`config.mk`:
```
export PLATFORM = sky130hd
export DESIGN_NAME = seq_frame_parser_flat
export DESIGN_NICKNAME = d
export VERILOG_FILES = /design/src/rtl/seq_frame_parser_if.sv /design/src/rtl/seq_frame_parser.sv /design/src/flat_wrapper.sv
export SDC_FILE = /design/constraint.sdc
export NUM_CORES = 1
export LEC_CHECK = 0
export CAP_MARGIN = 10
export CORE_MARGIN = 2
export CORE_UTILIZATION = 45
export DETAILED_ROUTE_END_ITERATION = 8
export PLACE_DENSITY = 0.66
export SLEW_MARGIN = 5
export SYNTH_ARGS = -nofsm -noshare
export SYNTH_HDL_FRONTEND = slang
export SYNTH_SLANG_ARGS = --single-unit
```
`constraint.sdc`:
```
create_clock -name c_rx -period 2.8 [get_ports c_rx]
set_clock_uncertainty 0.15 [all_clocks]
set_input_delay 0.28 -clock c_rx [delete_from_list [all_inputs] [get_ports c_rx]]
set_output_delay 0.28 -clock c_rx [all_outputs]
set_load 0.05 [all_outputs]
```
`src/rtl/seq_frame_parser_if.sv`:
```
// rtl/seq_frame_parser_if.sv - byte-in / sequence-memory-out bundle for the frame parser
interface seq_frame_parser_if;
  logic        flag;
  logic [7:0]  rx_1;
  logic        wr_en;
  logic [7:0]  wr_addr;
  logic [31:0] wr_data;
  logic        start_seq;
  logic        stop_seq;
  logic        frame_ok;
  logic        frame_err;
  logic        busy;

  modport master (
    output flag, rx_1,
    input  wr_en, wr_addr, wr_data, start_seq, stop_seq, frame_ok, frame_err, busy
  );

  modport slave (
    input  flag, rx_1,
    output wr_en, wr_addr, wr_data, start_seq, stop_seq, frame_ok, frame_err, busy
  );
endinterface

```
`src/rtl/seq_frame_parser.sv`:
```
// rtl/seq_frame_parser.sv - 8-byte command frame parser driving a sequence memory
module seq_frame_parser #(
  parameter int TIMEOUT = 8000
) (
  input  logic              c_rx,
  input  logic              rst_n,
  seq_frame_parser_if.slave bus
);

  localparam int         CW    = $clog2(TIMEOUT) + 1;
  localparam logic [7:0] SYNC  = 8'hAA;
  localparam logic [CW-1:0] LIMIT = CW'(TIMEOUT - 1);

  typedef enum logic [2:0] {S_IDLE, S_CMD, S_ADDR, S_DATA, S_CHK, S_EXEC} state_t;

  state_t        state_q, state_d;
  logic [CW-1:0] cnt_q, cnt_d;
  logic [1:0]    idx_q, idx_d;
  logic [7:0]    xor_q, xor_d;
  logic [7:0]    cmd_q, cmd_d;
  logic [7:0]    addr_q, addr_d;
  logic [31:0]   frame_data_q, frame_data_d;
  logic          chk_ok_q, chk_ok_d;
  logic [7:0]    wr_addr_q, wr_addr_d;
  logic [31:0]   wr_data_q, wr_data_d;
  logic          wr_en_q, wr_en_d;
  logic          start_seq_q, start_seq_d;
  logic          stop_seq_q, stop_seq_d;
  logic          frame_ok_q, frame_ok_d;
  logic          frame_err_q, frame_err_d;
  logic          timed_out;

  // Idle limit hit this cycle; a byte arriving in the same cycle takes priority
  assign timed_out = (cnt_q == LIMIT) && !bus.flag;

  // Next-state, frame capture, running checksum and result pulses
  always_comb begin
    state_d      = state_q;
    cnt_d        = cnt_q;
    idx_d        = idx_q;
    xor_d        = xor_q;
    cmd_d        = cmd_q;
    addr_d       = addr_q;
    frame_data_d = frame_data_q;
    chk_ok_d     = chk_ok_q;
    wr_addr_d    = wr_addr_q;
    wr_data_d    = wr_data_q;
    wr_en_d      = 1'b0;
    start_seq_d  = 1'b0;
    stop_seq_d   = 1'b0;
    frame_ok_d   = 1'b0;
    frame_err_d  = 1'b0;

    case (state_q)
      S_IDLE, S_EXEC: begin
        // EXEC retires the previous frame while still listening for a new sync byte
        if (state_q == S_EXEC) begin
          if (chk_ok_q && cmd_q == 8'h01) begin
            wr_en_d    = 1'b1;
            frame_ok_d = 1'b1;
            wr_addr_d  = addr_q;
            wr_data_d  = frame_data_q;
          end else if (chk_ok_q && cmd_q == 8'h02) begin
            start_seq_d = 1'b1;
            frame_ok_d  = 1'b1;
          end else if (chk_ok_q && cmd_q == 8'h03) begin
            stop_seq_d = 1'b1;
            frame_ok_d = 1'b1;
          end else begin
            frame_err_d = 1'b1;
          end
        end
        cnt_d = '0;
        if (bus.flag && bus.rx_1 == SYNC) begin
          state_d = S_CMD;
          xor_d   = 8'h00;
        end else begin
          state_d = S_IDLE;
        end
      end
      default: begin
        if (bus.flag) begin
          cnt_d = '0;
          xor_d = xor_q ^ bus.rx_1;
          case (state_q)
            S_CMD: begin
              cmd_d   = bus.rx_1;
              state_d = S_ADDR;
            end
            S_ADDR: begin
              addr_d  = bus.rx_1;
              idx_d   = 2'd3;
              state_d = S_DATA;
            end
            S_DATA: begin
              // D3 arrives first, so shifting left lands it in bits 31:24
              frame_data_d = {frame_data_q[23:0], bus.rx_1};
              if (idx_q == 2'd0) begin
                state_d = S_CHK;
              end else begin
                idx_d = idx_q - 2'd1;
              end
            end
            default: begin
              chk_ok_d = (xor_q == bus.rx_1);
              xor_d    = xor_q;
              state_d  = S_EXEC;
            end
          endcase
        end else if (timed_out) begin
          state_d     = S_IDLE;
          frame_err_d = 1'b1;
          cnt_d       = '0;
          idx_d       = 2'd0;
          xor_d       = 8'h00;
        end else begin
          cnt_d = cnt_q + 1'b1;
        end
      end
    endcase
  end

  // State and output registers, cleared asynchronously
  always_ff @(posedge c_rx or negedge rst_n) begin
    if (!rst_n) begin
      state_q      <= S_IDLE;
      cnt_q        <= '0;
      idx_q        <= 2'd0;
      xor_q        <= 8'h00;
      cmd_q        <= 8'h00;
      addr_q       <= 8'h00;
      frame_data_q <= 32'h0;
      chk_ok_q     <= 1'b0;
      wr_addr_q    <= 8'h00;
      wr_data_q    <= 32'h0;
      wr_en_q      <= 1'b0;
      start_seq_q  <= 1'b0;
      stop_seq_q   <= 1'b0;
      frame_ok_q   <= 1'b0;
      frame_err_q  <= 1'b0;
    end else begin
      state_q      <= state_d;
      cnt_q        <= cnt_d;
      idx_q        <= idx_d;
      xor_q        <= xor_d;
      cmd_q        <= cmd_d;
      addr_q       <= addr_d;
      frame_data_q <= frame_data_d;
      chk_ok_q     <= chk_ok_d;
      wr_addr_q    <= wr_addr_d;
      wr_data_q    <= wr_data_d;
      wr_en_q      <= wr_en_d;
      start_seq_q  <= start_seq_d;
      stop_seq_q   <= stop_seq_d;
      frame_ok_q   <= frame_ok_d;
      frame_err_q  <= frame_err_d;
    end
  end

  assign bus.wr_en     = wr_en_q;
  assign bus.wr_addr   = wr_addr_q;
  assign bus.wr_data   = wr_data_q;
  assign bus.start_seq = start_seq_q;
  assign bus.stop_seq  = stop_seq_q;
  assign bus.frame_ok  = frame_ok_q;
  assign bus.frame_err = frame_err_q;
  assign bus.busy      = (state_q != S_IDLE);

endmodule

```
`src/flat_wrapper.sv`:
```
// flat-port wrapper written by rule: the top's interface ports become plain ports
module seq_frame_parser_flat 
#(
  parameter int TIMEOUT = 8000
)
  (c_rx, rst_n, bus_flag, bus_rx_1, bus_wr_en, bus_wr_addr, bus_wr_data, bus_start_seq, bus_stop_seq, bus_frame_ok, bus_frame_err, bus_busy);
  seq_frame_parser_if bus_i ();
  input  logic c_rx;
  input  logic rst_n;
  input wire logic [$bits(bus_i.flag)-1:0] bus_flag;
  input wire logic [$bits(bus_i.rx_1)-1:0] bus_rx_1;
  output wire logic [$bits(bus_i.wr_en)-1:0] bus_wr_en;
  output wire logic [$bits(bus_i.wr_addr)-1:0] bus_wr_addr;
  output wire logic [$bits(bus_i.wr_data)-1:0] bus_wr_data;
  output wire logic [$bits(bus_i.start_seq)-1:0] bus_start_seq;
  output wire logic [$bits(bus_i.stop_seq)-1:0] bus_stop_seq;
  output wire logic [$bits(bus_i.frame_ok)-1:0] bus_frame_ok;
  output wire logic [$bits(bus_i.frame_err)-1:0] bus_frame_err;
  output wire logic [$bits(bus_i.busy)-1:0] bus_busy;
  assign bus_i.flag = bus_flag;
  assign bus_i.rx_1 = bus_rx_1;
  assign bus_wr_en = bus_i.wr_en;
  assign bus_wr_addr = bus_i.wr_addr;
  assign bus_wr_data = bus_i.wr_data;
  assign bus_start_seq = bus_i.start_seq;
  assign bus_stop_seq = bus_i.stop_seq;
  assign bus_frame_ok = bus_i.frame_ok;
  assign bus_frame_err = bus_i.frame_err;
  assign bus_busy = bus_i.busy;
  seq_frame_parser #(.TIMEOUT(TIMEOUT)) u_core (.c_rx(c_rx), .rst_n(rst_n), .bus(bus_i));
endmodule
```
Word-level counts from Yosys, hierarchy flattened:

Index checks and enable logic that the tools add are counted.

* $add $sub $neg: 2
* muxes and demuxes: 41
* reduce and logical (&&, ||, !) cells: 21
* equality and inequality tests: 15
* bitwise operators: 3

Operators with widths (count)
* two-way mux 14 bit: 3
* two-way mux 8 bit: 5
* two-way mux 1 bit: 24
* AND reduction 3 bit: 6
* == test 8 x 2 -> 1 bit, second input constant: 2
* adder 14 x 1 -> 14 bit, second input constant: 1
* == test 14 x 13 -> 1 bit, second input constant: 1
* two-way mux 3 bit: 4
* one-hot mux 3 bit (3 select lines): 1
* == test 8 x 1 -> 1 bit, second input constant: 1
* == test 8 bit: 1
* == test 8 bit, second input constant: 1
* XOR 8 bit: 1
* == test 3 x 2 -> 1 bit, second input constant: 2
* two-way mux 2 bit: 3
* nonzero test 3 bit: 2
* logical AND 1 bit: 5
* != test 4 x 2 -> 1 bit, second input constant: 1
* one-hot mux 2 bit (2 select lines): 1
* AND reduction 4 bit: 1
* == test 3 x 1 -> 1 bit, second input constant: 1
* == test 3 bit, second input constant: 1
* logical NOT 3 bit: 1
* != test 3 x 1 -> 1 bit, second input constant: 1
* 11 further kinds: 12

* word-level logic and storage cells: 97
* register bits after elaboration: 121
* input port bits: 11
* output and inout port bits: 46

Depth between registers and ports, before layout:

Gate-level depths: netlist (run 1).

* depth after elaboration: 7
* mapped depth: 7
* gate-level depth less buffers: 6

Worst setup path before layout (run 1):

OpenSTA, ideal clock, no wires.

* path kind: reg2reg
* start point: reg u_core.cmd_q[5]
* end point: reg u_core.wr_addr_q[0] (netlist: u_core.bus.wr_addr[0])
* period minus slack after synthesis: 2.112 ns
* data required time: 2.525 ns
* slack: 0.688 ns
* arrival time: 1.836 ns
* setup time: 0.125 ns
* cell stages (with the launch flop): 8
* buffers on the path: 2
* cell sequence: dfrtp_1 nor4_1 and3_1 nand3_2 or3b_1 buf_6 buf_12 mux2_4

* word-level cells in the longest chain between the ends: 3

Ends and longest elaborated chain
* start: declaration: line seq_frame_parser.sv:20 `logic [7:0] cmd_q, cmd_d;`
* start signal: assignment: line seq_frame_parser.sv:146 `cmd_q <= cmd_d;`
* == test 8 x 1 -> 1 bit: line seq_frame_parser.sv:58 `if (chk_ok_q && cmd_q == 8'h01) begin`
* logical AND 1 bit: line seq_frame_parser.sv:58
* AND reduction 3 bit (no line)
* end signal: assignment: line seq_frame_parser.sv:150 `wr_addr_q <= wr_addr_d;`
* end: declaration: line seq_frame_parser.sv:24 `logic [7:0] wr_addr_q, wr_addr_d;`

No other way between the ends.
A chain may end at the register's enable or synchronous reset.

Worst setup path after layout (run 1):

* start point: reg u_core.state_q[1]
* end point: out bus_busy

* word-level cells in the longest chain between the ends: 1

Ends and longest elaborated chain
* start: declaration: line seq_frame_parser.sv:16 `state_t state_q, state_d;`
* start signal: assignment: line seq_frame_parser.sv:142 `state_q <= state_d;`
* nonzero test 3 bit: line seq_frame_parser.sv:167 `assign bus.busy = (state_q != S_IDLE);`
* end: declaration: line flat_wrapper.sv:19 `output wire logic [$bits(bus_i.busy)-1:0] bus_busy;`

No other way between the ends.

==> results.py, run 1 <==
metrics = {
    "sta": {
        "fmax_mhz": 410,
        "slew-limit-headroom_pct": 56.8,
        "whs_ps": 285,
        "drv_slew": 0,
        "fin_crit_ps": 2440,
        "period_share_pct": 87.0,
        "tightest_slew_ps": 643,
        "hold_viol_final": 0,
        "worst_slack_ps": 364,
        "rsz0062_at_grt": "no",
        "setup_tns_ps": 0,
        "setup_violations": 0,
    },
    "clock_tree": {
        "cts_buffers": 17,
        "cts_tree": "done",
        "htree_num_levels": 4,
        "clk_pin_slew_ps": 60,
        "cts.path.max_buffers": 2,
        "postCtsSetupRepairBufs": 0,
        "cts-root-buf": "clkbuf_16",
        "insertion_delay_ps": 410,
        "clkSinkCount": 121,
    },
    "cells_and_area": {
        "synthToLayoutAreaGrowth_pct": 26.0,
        "fin_nets": 455,
        "final_util_pct": 57.8,
        "multiInputGateArea_mm2": 0.00202,
        "n_antenna_cell": 0,
        "fill_cells": 903,
        "fin_area_mm2": 0.00657,
        "instances_no_fill": 596,
        "register_area_mm2": 0.00303,
        "layout-drive-gt1-share_pct": 30.0,
    },
    "logic_synthesis": {
        "ys_warn_count": 0,
        "synth_edf_count": 0,
        "synth_ff_type": "dfrtp_1",
        "synthCells": 370,
        "synth.distinct_cells": 46,
        "synth_top_cell_area_share_pct": 58.0,
        "synth_top_cell_by_area": "dfrtp_1",
        "syn_area_mm2": 0.00522,
        "synth-seq-cells": 121,
        "netlist_top_cells_count": "dfrtp_1, mux2_2, mux2_4",
        "ys_seq_area_share_pct": 58.0,
        "async_reset_ff_share_pct": 100,
        "syn_avg_cell_area_um2": 14.1,
        "synth_most_common_cell": "dfrtp_1",
        "synth.top_cells.by_area": "dfrtp_1, mux2_4, mux2_2",
        "synth_fp_nets": 384,
    },
    "power_and_ir_drop": {
        "power_mw": 4.93,
        "vdd_drop_max_mv": 0.405,
        "p_leak_nw": 3.18,
        "power_density_mw_per_mm2": 750,
    },
    "floorplan": {
        "initial_core_util_pct": 45.9,
        "dieArea_mm2": 0.0125,
        "num_io_pins": 57,
        "die_w_um": 112,
        "core_area_mm2": 0.0114,
        "dieHeight_um": 112,
        "rows": 39,
    },
    "placed_design": {
        "placed_cell_area_mm2": 0.00591,
        "port_buffers": 56,
        "dp_cells": 564,
        "place.gp.congestion": 0.806,
        "dpl.hpwl_um": 6130,
        "pre_cts_slack_ps": 449,
    },
    "grt": {
        "antenna_found_initial": 0,
        "grt-ovfl-total": 0,
        "grt_pass1_wl_um": 15700,
        "grt_pass1_vias": 3119,
        "grt_max_degree": 53,
        "track_usage_pct": 16.1,
    },
    "worst_setup_path": {
        "worst_setup_path_end_kind": "output port",
        "startpoint_type": "register",
        "worstPathRequired_ps": 2370,
        "cp_data_arrival_time_ps": 2010,
        "crit_fanout": 13,
        "critPathKind": "reg2out",
    },
    "job": {
        "max_cap_viol_count": 0,
    },
    "routing": {
        "drtIter0Drc": 156,
        "firstDrtPassIters": 4,
        "viasPerCell": 5.16,
        "ant_nets": 0,
        "route.detailed.drc": 0,
        "wl_per_cell_um": 15.7,
        "vias": 3077,
        "totalWireLength_um": 9370,
    },
    "status": {
        "status": "finished, final reports clean",
    },
    "hold_path": {
        "min_path_type": "in2async",
    },
}
registers in the layout, summed over array words and instances, names as in the netlist:
name and count:
u_core.xor_q 8, u_core.bus.wr_en 1, u_core.idx_q 2, u_core.cnt_q 14, u_core.cmd_q 8, u_core.chk_ok_q 1
u_core.frame_data_q 32, u_core.bus.frame_ok 1, u_core.bus.stop_seq 1, u_core.bus.wr_addr 8, u_core.addr_q 8, u_core.bus.frame_err 1
u_core.bus.wr_data 32, u_core.bus.start_seq 1, u_core.state_q 3
worst max-delay path: stages, from the launching register on:
cell and delay (ps):
dfrtp_1 500, or3_1 400, clkdlybuf4s50_1 710
what timing repair did:
item                                   4_1_cts  5_1_grt
gates resized for setup                      0        0
endpoints found under the hold margin       49        0
hold buffers                                 1        0
layout by cell type (no fill, tap or decap), types with 4 or more instances in the layout:
cell type,synthesis,layout
a21oi_1,18,18
and3_1,4,4
buf_4,0,9
bufinv_16,0,5
clkbuf_16,0,17
clkdlybuf4s50_1,0,55
dfrtp_1,121,121
inv_1,6,6
inv_6,0,4
mux2_2,49,49
mux2_4,39,39
nand2_1,14,14
nand3_1,6,6
nand4_1,8,8
nor2_1,18,18
nor3_1,4,4
o21a_1,7,7
o21ai_0,5,5
or3_1,4,4
xnor2_1,11,11
xor2_1,8,8
where the power goes:
part / internal (mW) / total (mW) / switching, mW
sequential: 1.92 / 2.05 / 0.133
clock: 1.61 / 2.39 / 0.786
combinational: 0.255 / 0.483 / 0.227
total: 3.78 / 4.93 / 1.15
area by class of cell:
| cell class | instances | area share [%] |
|---|---|---|
| Tap cell | 143 | 2.72 |
| Clock buffer | 18 | 6.68 |
| Multi-Input combinational cell | 228 | 30.7 |
| Timing Repair Buffer | 67 | 10.2 |
| Sequential cell | 121 | 46.1 |
| Inverter | 6 | 0.343 |
| Clock inverter | 13 | 3.26 |
logic make-up after synthesis:
family / after synthesis / synth area share (%)
and+or+nand+nor: 76 / 7.94
adders and majority gates: 3 / 0.720
DFF: 121 / 58.0
muxes: 88 / 21.8
xor gates and xnor gates: 19 / 3.19
AOI/OAI and AO/OA: 42 / 5.06
buffers and inverters: 21 / 3.24
worst paths after layout:
path | startpoint | endpoint | slack (ps) | depth (start not counted)
worst max register to register | u_core.cmd_q[5] | u_core.bus.wr_data[22] | 450 | 6
worst min register to register | u_core.addr_q[6] | u_core.bus.wr_addr[6] | 350 | 1
max in group asynchronous | rst_n | u_core.bus.wr_data[31] | 1490 | 3
worst min-delay path | rst_n | u_core.addr_q[2] | 280 | 2
min in group c_rx | u_core.addr_q[6] | u_core.bus.wr_addr[6] | 350 | 1
worst max-delay path | u_core.state_q[1] | bus_busy | 360 | 2
layer usage:
layer  track usage, %  vias to the layer above  routed length [µm]
met1             21.9                     1560                4510
li1                 -                     1457                   -
met5                0                        -                   0
met3             5.55                        2                 321
met2             24.1                       58                4510
met4             6.09                        0                  34
Power figures use the tool's default switching activity.
==> run 2, diff against run 1 <==
DONT_BUFFER_PORTS = 1   (was not set)
PLACE_DENSITY = not set   (was 0.66)
==> run 2 against run 1 <==
  * Sequential power about the same
  * The flow now finishes with violations (negative hold slack)
  * Highest routed layer unchanged
  * Maximum frequency decreased by 0.44%
  * Critical endpoint is now u_core.bus.wr_addr[3]
  * Routed wire length increased by 4.5%
  * Cell count decreased by 9.1%
  * Via count decreased by 7.1%
  * Largest cell class unchanged
==> results.py, run 2 (synthesis gave the netlist of run 1 again) <==
metrics = {
    "sta": {
        "slew-limit-headroom_pct": 39.6,
        "period_share_pct": 87.4,
        "fmax_mhz": 409,
        "fin_crit_ps": 2450,
        "setup_tns_ps": 0,
        "hold_viol_final": 121,
        "tightest_slew_ps": 906,
        "whs_ps": -582,
        "setup_violations": 0,
        "drv_slew": 0,
        "rsz0062_at_grt": "no",
    },
    "cells_and_area": {
        "instances_no_fill": 542,
        "final_cell_mix": "dfrtp_1, mux2_2, mux2_4",
        "synthToLayoutAreaGrowth_pct": 15.3,
        "final_common_cell": "dfrtp_1",
        "fin_area_mm2": 0.00602,
        "n_antenna_cell": 0,
        "fill_cells": 951,
        "final_util_pct": 52.9,
        "layout-drive-gt1-share_pct": 31.6,
        "fin_nets": 400,
    },
    "worst_setup_path": {
        "crit_fanout": 41,
        "path_delay_family": "simple AND/OR/NAND/NOR gates",
        "startpoint_type": "register",
        "cp_data_arrival_time_ps": 2580,
        "r2r-start": "u_core.cmd_q[5]",
        "slowest_delay_ps": 720,
        "critPathKind": "reg2reg",
        "crit_chain": "nor4_1, and3_1, nand3_2, or3b_4, mux2_4",
        "worstPathRequired_ps": 2930,
        "worst_setup_path_end_kind": "register",
        "cp-startpoint": "u_core.cmd_q[5]",
        "worst-path-buf-inv": 0,
        "crit_slowest_cell": "or3b_4",
    },
    "routing": {
        "firstDrtPassIters": 4,
        "totalWireLength_um": 9790,
        "route.detailed.drc": 0,
        "vias": 2860,
        "wl_per_cell_um": 18.1,
        "viasPerCell": 5.28,
        "drtIter0Drc": 163,
        "ant_nets": 0,
    },
    "clock_tree": {
        "ctsHoldBuffers": 9,
        "cts-root-buf": "clkbuf_16",
        "insertion_delay_ps": 410,
        "clkSinkCount": 121,
        "postCtsSetupRepairBufs": 0,
        "cts_buffers": 17,
        "clk_pin_slew_ps": 50,
        "htree_num_levels": 4,
        "cts.path.max_buffers": 2,
        "cts_resized": 0,
        "cts_tree": "done",
    },
    "power_and_ir_drop": {
        "vdd_drop_max_mv": 0.532,
        "seqPwrFrac_pct": 42.2,
        "clock_power_share_pct": 48.8,
        "p_int_mw": 3.81,
        "switchingPower_mw": 1.06,
        "comb_power_share_pct": 9.0,
        "switching_share_pct": 21.8,
        "p_leak_nw": 2.97,
        "power_density_mw_per_mm2": 809,
    },
    "floorplan": {
        "num_io_pins": 57,
        "dieHeight_um": 112,
        "core_area_mm2": 0.0114,
        "initial_core_util_pct": 45.9,
        "dieArea_mm2": 0.0125,
        "rows": 39,
        "die_w_um": 112,
    },
    "placed_design": {
        "port_buffers": 0,
        "placed_cell_area_mm2": 0.00528,
        "dp_cells": 501,
        "dpl.hpwl_um": 5830,
        "place.gp.congestion": 0.754,
    },
    "status": {
        "violations": "negative hold slack",
        "status": "complete, but fails checks",
    },
    "grt": {
        "grt_pass1_wl_um": 16500,
        "grt_pass1_vias": 3047,
        "grt-ovfl-total": 0,
        "grt_max_degree": 122,
        "antenna_found_initial": 0,
        "track_usage_pct": 17.3,
    },
    "hold_path": {
        "min_path_type": "in2async",
    },
    "job": {
        "max_cap_viol_count": 0,
    },
}
## run 2: cell type report
cell class,instances,area (µm²),area share [%]
clock buffers,24,482,8.01
clock inverters,8,165,2.75
inverters,6,22.5,0.374
multi-input cells,228,2030,33.7
flip-flops and latches,121,3030,50.3
well taps,143,179,2.97
repair buffers,12,113,1.87
## run 2: power groups by stage
stage | clock network [mW] | registers [mW] | logic (mW)
floorplan | 0 | 2.04 | 0.365
global placement | 0 | 2.07 | 0.400
detailed placement | 0 | 2.08 | 0.417
CTS | 2.43 | 2.05 | 0.444
global route | 2.51 | 2.08 | 0.501
finish | 2.38 | 2.05 | 0.439
## run 2: routing by layer
metal | vias to the layer above | wire length (µm) | GRT usage, %
met3 | 10 | 538 | 6.97
met1 | 1441 | 4670 | 23.5
met4 | 0 | 136 | 6.83
li1 | 1350 | - | -
met5 | - | 0 | 0
met2 | 59 | 4450 | 25.0
## run 2: path summary, 6_finish.rpt
check                                                to  slack, ps  cells after the start
worst max register to register    u_core.bus.wr_addr[3]        350                      5
min in group c_rx                  u_core.bus.frame_err         40                      2
worst max-delay path              u_core.bus.wr_addr[3]        350                      5
worst min-delay path                   u_core.addr_q[7]       -580                      0
max in group asynchronous       u_core.frame_data_q[17]       2920                      0
worst min register to register   u_core.bus.wr_data[30]        350                      1
## run 2: metrics by stage
stage	power (mW)	setup slack, ps
2_1_floorplan	2.41	688
3_3_place_gp	2.47	432
3_5_place_dp	2.49	367
4_1_cts	4.92	352
5_1_grt	5.08	115
6_report	4.87	353
